==> config.mk <==
export PLATFORM = sky130hd
export DESIGN_NAME = e1_s2p
export DESIGN_NICKNAME = d
export VERILOG_FILES = /design/src/rtl/e1_s2p.sv
export SDC_FILE = /design/constraint.sdc
export NUM_CORES = 1
export LEC_CHECK = 0
export CAP_MARGIN = 30
export CORE_ASPECT_RATIO = 0.75
export CORE_MARGIN = 2
export CORE_UTILIZATION = 54
export DETAILED_ROUTE_END_ITERATION = 7
export HOLD_SLACK_MARGIN = 0.1
export PLACE_DENSITY = 0.93
export SLEW_MARGIN = 20
export SYNTH_ARGS = -nofsm -noshare
export SYNTH_HDL_FRONTEND = slang
export SYNTH_SLANG_ARGS = --single-unit
==> constraint.sdc <==
create_clock -name clk -period 2.5 [get_ports clk]
set_clock_uncertainty 0.1 [all_clocks]
set_input_delay 0.375 -clock clk [delete_from_list [all_inputs] [get_ports clk]]
set_output_delay 0.375 -clock clk [all_outputs]
set_load 0.005 [all_outputs]
==> src/rtl/e1_s2p.sv <==
// e1_s2p: packs SEQ_CNT read-data beats (beat 0 in LSBs) into one wide word behind a valid/ready output register.
module e1_s2p #(
    parameter int SEQ_CNT        = 5,
    parameter int APP_DATA_WIDTH = 64
) (
    input  logic                                clk,
    input  logic                                rst,
    input  logic [APP_DATA_WIDTH-1:0]           seq,
    input  logic                                seq_valid,
    input  logic                                seq_last,
    output logic [APP_DATA_WIDTH*SEQ_CNT-1:0]   par,
    output logic                                par_valid,
    input  logic                                par_rdy,
    output logic                                overflow,
    output logic                                frame_err
);
    localparam int CW = $clog2(SEQ_CNT);
    localparam int PW = APP_DATA_WIDTH * SEQ_CNT;
    logic [CW-1:0] cnt;
    logic [PW-1:0] asm_q;
    logic [PW-1:0] word;
    logic          done;
    logic          take;
    // the final beat bypasses the assembly register so completion costs no cycle
    always_comb begin
        word = asm_q;
        word[(SEQ_CNT-1)*APP_DATA_WIDTH +: APP_DATA_WIDTH] = seq;
    end
    assign done = seq_valid && cnt == CW'(SEQ_CNT-1);
    assign take = !par_valid || par_rdy;
    always_ff @(posedge clk) begin
        if (rst) begin
            cnt       <= '0;
            asm_q     <= '0;
            par       <= '0;
            par_valid <= 1'b0;
            overflow  <= 1'b0;
            frame_err <= 1'b0;
        end else begin
            if (seq_valid) asm_q[cnt*APP_DATA_WIDTH +: APP_DATA_WIDTH] <= seq;
            if (done) begin
                cnt <= '0;
                if (!seq_last) frame_err <= 1'b1;
                if (take) begin
                    par       <= word;
                    par_valid <= 1'b1;
                end else begin
                    overflow  <= 1'b1;
                end
            end else begin
                if (par_valid && par_rdy) par_valid <= 1'b0;
                if (seq_valid && seq_last) begin
                    cnt       <= '0;
                    frame_err <= 1'b1;
                end else if (seq_valid) begin
                    cnt <= cnt + 1'b1;
                end
            end
        end
    end
endmodule

==> results of run 1 <==
-- flip-flops by register name (all words and copies together), names as in the netlist --
name / cells
cnt: 3
asm_q: 256
overflow: 1
frame_err: 1
par: 320
par_valid: 1
-- worst paths after layout --
check / start / end / slack, ps / cells after the start
hold reg to reg: asm_q[7] / par[7] / 360 / 2
setup / recovery: cnt[1] / par[90] / 200 / 7
hold / removal: rst / par[195] / 150 / 2
setup reg to reg: cnt[1] / par[90] / 200 / 7
-- kinds of logic after synthesis --
| logic type | share of synthesized area |
|---|---|
| AOI/OAI and AO/OA | 0.203 |
| xor gates and xnor gates | 0.000363 |
| adders and majority gates | 0.00415 |
| buffers and inverters | 0.0641 |
| DFF | 0.483 |
| muxes | 0.0396 |
| and+or+nand+nor | 0.206 |
-- timing repair --
item	4_1_cts	5_1_grt
setup buffers	0	0
endpoints found under the setup margin	0	9
gates resized for setup	0	1
-- worst max-delay path, delay by kind of cell, from the launching register on --
| family | cells | cell delay, ps |
|---|---|---|
| adders and majority gates | 2 | 580 |
| AOI/OAI and AO/OA | 2 | 410 |
| buffers and inverters | 2 | 400 |
| and+or+nand+nor | 1 | 320 |
| DFF | 1 | 310 |
-- synthesized netlist by cell type, types with 3 or more instances --
| cell type | n | share of area |
|---|---|---|
| mux2_4 | 60 | 0.037 |
| inv_1 | 3 | 0.00047 |
| buf_4 | 23 | 0.0072 |
| nor2b_1 | 130 | 0.034 |
| o21ai_0 | 332 | 0.069 |
| nand3_1 | 320 | 0.066 |
| o21ai_2 | 180 | 0.065 |
| nor2_1 | 6 | 0.00093 |
| nand4_1 | 193 | 0.050 |
| buf_1 | 25 | 0.0039 |
| mux2_2 | 4 | 0.0019 |
| buf_2 | 68 | 0.014 |
| ha_1 | 8 | 0.0041 |
| and2_1 | 4 | 0.0010 |
| clkbuf_1 | 162 | 0.025 |
| a21oi_1 | 324 | 0.067 |
| buf_6 | 28 | 0.013 |
| dfxtp_1 | 582 | 0.48 |
| nand2b_1 | 193 | 0.050 |
-- power by group through the flow --
stage | Clock, uW | Sequential (uW) | Combinational, uW
final | 8360 | 9400 | 938
after global routing | 8780 | 9400 | 971
after CTS | 8390 | 9400 | 915
after detailed placement | 0 | 9600 | 907
after global placement | 0 | 9600 | 888
after floorplan | 0 | 9590 | 580
-- per-stage QoR --
stage	hold slack [ps]	power, uW	std cells
floorplan	339	10200	2663
global placement	347	10500	3424
detailed placement	352	10500	3424
CTS	117	18700	3523
global route	155	19200	3523
finish	147	18700	3523
-- final cells by class --
class	count	area [sq um]	area share
multi-input combinational	1771	11000	0.364
sequential	582	11700	0.385
tap	586	733	0.0242
timing repair buffer	482	5060	0.167
clock buffer	82	1650	0.0545
inverter	3	11.3	0.000372
clock inverter	17	149	0.00492
-- layer usage --
| metal | vias to the layer above | GRT usage | wire [um] |
|---|---|---|---|
| li1 | 9938 | - | - |
| met1 | 10800 | 0.418 | 30200 |
| met2 | 1413 | 0.507 | 35700 |
| met3 | 251 | 0.0666 | 8250 |
| met4 | 0 | 0.133 | 3120 |
| met5 | - | 0 | 0 |
==> results.md, run 1 <==
* Crit-path slowest cell: ha_1
* Clock-pin slew on the worst setup and hold paths at 60 ps
* Routed WL per cell at 21.9 um
* Clk root buf: clkbuf_16
* Clock Tree Buf Depth at 3
* Residual DRC at 0
* Nets at 2,971
* Reg power frac at 0.503
* HPWL Detailed at 48,400 um
* Post-DRT Antenna Nets at 0
* Status: finished clean
* Synth unique cells at 34
* Sw Ratio at 0.223
* Hold Vio Cnt, Final at 0
* Largest stage delay, worst path at 360 ps
* Drt pass-1 iters at 6
* Kind of critical path: register to register
* Slew Viols, Final at 0
* # IOs at 392
* Pwr Density at 618 mW/mm^2
* Slew Limit Headroom at 0.408
* Gpl congestion at 0.889
* Most common cell on crit path: ha_1
* Drt total wl at 77,300 um
* RSZ-0062 raised after global routing: false
* Post-synth EDFFs at 0
* Clk sinks at 582
* Die Width at 248 um
* Worst Setup End Kind: register
* Cell Area, Placed at 0.0285 sq mm
* Actual slew at the worst max-slew pin at 888 ps
* # setup viols final at 0
* Crit path cell chain: inv_1 -> ha_1 -> ha_1 -> nand2_4 -> buf_12 -> o21ai_0 -> a21oi_1
* Pint at 14,500 uW
* Via Count at 22,400
* Synthesized area at 0.0241 sq mm
* Clk_lat worst skew at 590 ps
* # fillers at 3,123
* Total negative slack at 0 ps
* Ant diodes at 0
* TritonCTS clock tree: done
* Clock Power Share at 0.447
* Seq cells post-synth at 582
* Die Ht at 187 um
* H-tree Lvls at 2
* Via density per instance at 6.35
* Initial core utilization at 0.543
* DRT iter0 DRCs at 2,818
* Cts bufs inserted at 54
* Vias in the first global route at 22,000
* Layout area overhead at 25.4%
* Final instance area at 0.0303 sq mm
* Area of the core at 0.0444 sq mm
* Worst VDD drop at 0.000657 V
* Seq/Total Area, Yosys at 0.483
* Initial antenna violation count at 0
* Commonest non-fill, non-tap cell in the layout: dfxtp_1
* Hold Crit Class: input pin to register
* Finished Core Util at 0.681
* Pleak at 0.0102 uW
* Largest net degree at the start of global routing at 133
* Power share of the combinational group at 0.050
* Max Clk Rate at 436 MHz
* Required @ worst endpoint at 2870 ps
* GRT Residual Overflow at 0
* Syn Nets at 2,740
* Async SR Flop Fraction at 0
* Mapped Cells at 2,663
* Commonest non-fill, non-tap cells in the layout: dfxtp_1 (582), clkdlybuf4s50_1 (390), o21ai_0 (332)
* Row cnt at 67
* Syn_area_per_cell at 9.07 sq um
* Arr. time, crit path at 2670 ps
* Port bufs at 391
* Final worst path period share at 0.918
* CP Max Fanout at 67
* Switching power at 4170 uW
* Place WS at 183 ps
* Hold Buf Count CTS at 0
* Critical Path Source Type: register
* Fin crit period at 2300 ps
* Die area at 0.0464 sq mm
* PnR worst setup slack at 205 ps
* Synth warn at 0
* Main flop type after synthesis: dfxtp_1
* First-pass GRT wire length at 119,000 um
* Max Cap Viol at 0
* Tot GR Track Use at 0.318
* Share of cells above drive strength 1 at 0.150
(Power assumes the default switching activity.)
==> run 2, diff against run 1 <==
MAX_ROUTING_LAYER = met4   (was unset)
==> results.md, run 2 (same netlist as run 1, synthesis figures left out) <==
* Multi-input logic area at 0.0110 sq mm (unchanged)
* Hold Vio Cnt, Final at 0 (unchanged)
* Hold Crit Class: input pin to register
* Power share of the combinational group at 0.049 (about the same)
* Commonest non-fill, non-tap cells in the layout: dfxtp_1 (582), clkdlybuf4s50_1 (390), o21ai_0 (332)
* Register area at 0.0117 sq mm (unchanged)
* Initial core utilization at 0.543 (unchanged)
* Max FFs per register at 320 (unchanged)
* Critical Path Source: cnt[1]
* DRT iter0 DRCs at 2,858 (+1.4%)
* # IOs at 392 (unchanged)
* Actual slew at the worst max-slew pin at 880 ps (-7.54 ps)
* Port bufs at 391 (unchanged)
* H-tree Lvls at 2 (unchanged)
* Via density per instance at 6.36 (+0.14%)
* Clock Tree Buf Depth at 3 (unchanged)
* First-pass GRT wire length at 121,000 um (+1.3%)
* Most common cell on crit path: ha_1
* Total negative slack at 0 ps (unchanged)
* Residual DRC at 0 (unchanged)
* Clock-pin slew on the worst setup and hold paths at 70 ps (about the same)
* HPWL Detailed at 48,600 um (+0.45%)
* Hold endpoint: par[66]
* Drt pass-1 iters at 6 (unchanged)
* Reg2Reg Depth at 7 (unchanged)
* Clock Power Share at 0.462 (+0.015)
* Gpl congestion at 0.906 (+1.8%)
* Area of the core at 0.0444 sq mm (unchanged)
* Nets at 2,981 (+0.34%)
* Drt total wl at 77,800 um (+0.70%)
* DP Cell Count at 3,434 (+0.29%)
* Initial antenna violation count at 1 (+1)
* Cell family with most CP delay: buffers and inverters
* Max Cap Viol at 0 (unchanged)
* Worst Setup End Kind: register
* Slew Viols, Final at 0 (unchanged)
* Die Width at 248 um (unchanged)
* TritonCTS clock tree: done
* Post-CTS setup buffer count at 0 (unchanged)
* Required @ worst endpoint at 2900 ps (+30 ps)
* Final worst path period share at 0.924 (+0.00578)
* R2R Path Start: cnt[1]
* Arr. time, crit path at 2710 ps (+40 ps)
* Die Ht at 187 um (unchanged)
* CP Max Fanout at 73 (+9.0%)
* Worst Hold Launch: rst
* Tot GR Track Use at 0.333 (+0.0146)
* # setup viols final at 0 (unchanged)
* Largest net degree at the start of global routing at 132 (-0.75%)
* Worst reg2reg path endpoint: par[228]
* # fillers at 3,114 (-0.29%)
* Critical Path Source Type: register
* Cell Count, Final, Fillers Out at 3,536 (+0.37%)
* Pint at 14,900 uW (+2.7%)
* Biggest regs: par (320), asm_q (256), cnt (3)
* RSZ-0062 raised after global routing: false
* Crit path buffers/inverters at 2 (unchanged)
* Crit-path slowest cell: buf_4
* GRT Residual Overflow at 0 (unchanged)
* Hold path depth at 2 (unchanged)
* Clk_lat worst skew at 590 ps (about the same)
* Max Clk Rate at 433 MHz (-0.63%)
* R2R Setup Slk at 190 ps (about the same)
* Kind of critical path: register to register
* Clk root buf: clkbuf_16
* Largest stage delay, worst path at 550 ps (+190 ps)
* Pleak at 0.0103 uW (+1.1%)
* Die area at 0.0464 sq mm (unchanged)
* Clk sinks at 582 (unchanged)
* Slew Limit Headroom at 0.413 (+0.00503)
* Via Count at 22,500 (+0.51%)
* Post-DRT Antenna Nets at 0 (unchanged)
* Reg power frac at 0.489 (-0.014)
* Switching power at 4280 uW (+2.7%)
* Cts bufs inserted at 54 (unchanged)
* Largest register by flop count: par
* Pwr Density at 631 mW/mm^2 (+2.0%)
* Commonest non-fill, non-tap cell in the layout: dfxtp_1
* Status: finished clean
* Share of cells above drive strength 1 at 0.156 (+0.00515)
* Crit path cell chain: inv_1 -> ha_1 -> ha_1 -> nand2_4 -> buf_4 -> o21ai_0 -> a21oi_1
* Worst VDD drop at 0.000544 V (-17%)
* Vias in the first global route at 21,800 (-0.78%)
* Layout area overhead at 26.2%
* Routed WL per cell at 22.0 um (+0.33%)
* Sw Ratio at 0.223 (about the same)
* Fin crit period at 2310 ps (+14.4 ps)
* Row cnt at 67 (unchanged)
[run 2: cell count changes in the layout (fill, tap and decap cells not counted), sizes merged]
| cell | previous run | this run |
|---|---|---|
| clkbuf | 82 | 71 |
| buf | 92 | 102 |
| clkinv | 10 | 17 |
| bufinv | 2 | 8 |
| clkinvlp | 4 | 2 |
| inv | 4 | 6 |
| diode | 0 | 1 |
[run 2: cell type report]
cell class | instances | share of cell area
Clock buffer | 71 | 0.0501
Clock inverter | 30 | 0.0124
Antenna cell | 1 | 0.0000822
Sequential cell | 582 | 0.383
Multi-Input combinational cell | 1771 | 0.362
Tap cell | 586 | 0.0241
Inverter | 3 | 0.000370
Timing Repair Buffer | 492 | 0.169
[run 2: worst reg2reg max path: stages, from the launching register on]
cell	delay, ps
dfxtp_1	330
inv_1	90
ha_1	230
ha_1	300
nand2_4	140
buf_4	550
o21ai_0	280
a21oi_1	220
[run 2: worst max path at each step]
stage          cells past startpoint    endpoint  slack, ps
2_1_floorplan                      8   asm_q[10]        260
3_3_place_gp                       5    par[217]        190
3_5_place_dp                       5    par[147]         60
4_1_cts                            7    par[279]         40
5_1_grt                            7  asm_q[194]         70
6_report                           7    par[228]        190
[run 2: routing by layer]
layer,up-vias,GRT usage,share of wire
met5,-,-,0
met4,0,0.134,0.040
li1,9964,-,-
met2,1439,0.511,0.46
met1,10800,0.428,0.39
met3,251,0.0673,0.11
[run 2: what timing repair did]
item	4_1_cts	5_1_grt
resized for setup	0	1
endpoints found under the hold margin	0	0
hold buffers	0	0
setup endpoints to repair	0	60
[run 2: through the flow]
stage	hold WS, ps	utilization	instance area (sq um)	power, uW	worst slack (ps)
2_1_floorplan	339	-	24100	10200	261
3_3_place_gp	349	0.642	28500	10500	190
3_5_place_dp	354	0.642	28500	10500	60.6
4_1_cts	142	0.685	30500	19200	42.7
5_1_grt	181	0.685	30500	19600	65.6
6_report	171	0.685	30500	19200	190
[run 2: power groups by stage]
stage,registers [uW],logic (uW),clock network [uW]
global route,9400,974,9260
detailed placement,9610,907,0
finish,9400,939,8870
floorplan,9590,580,0
global placement,9600,885,0
CTS,9400,917,8870
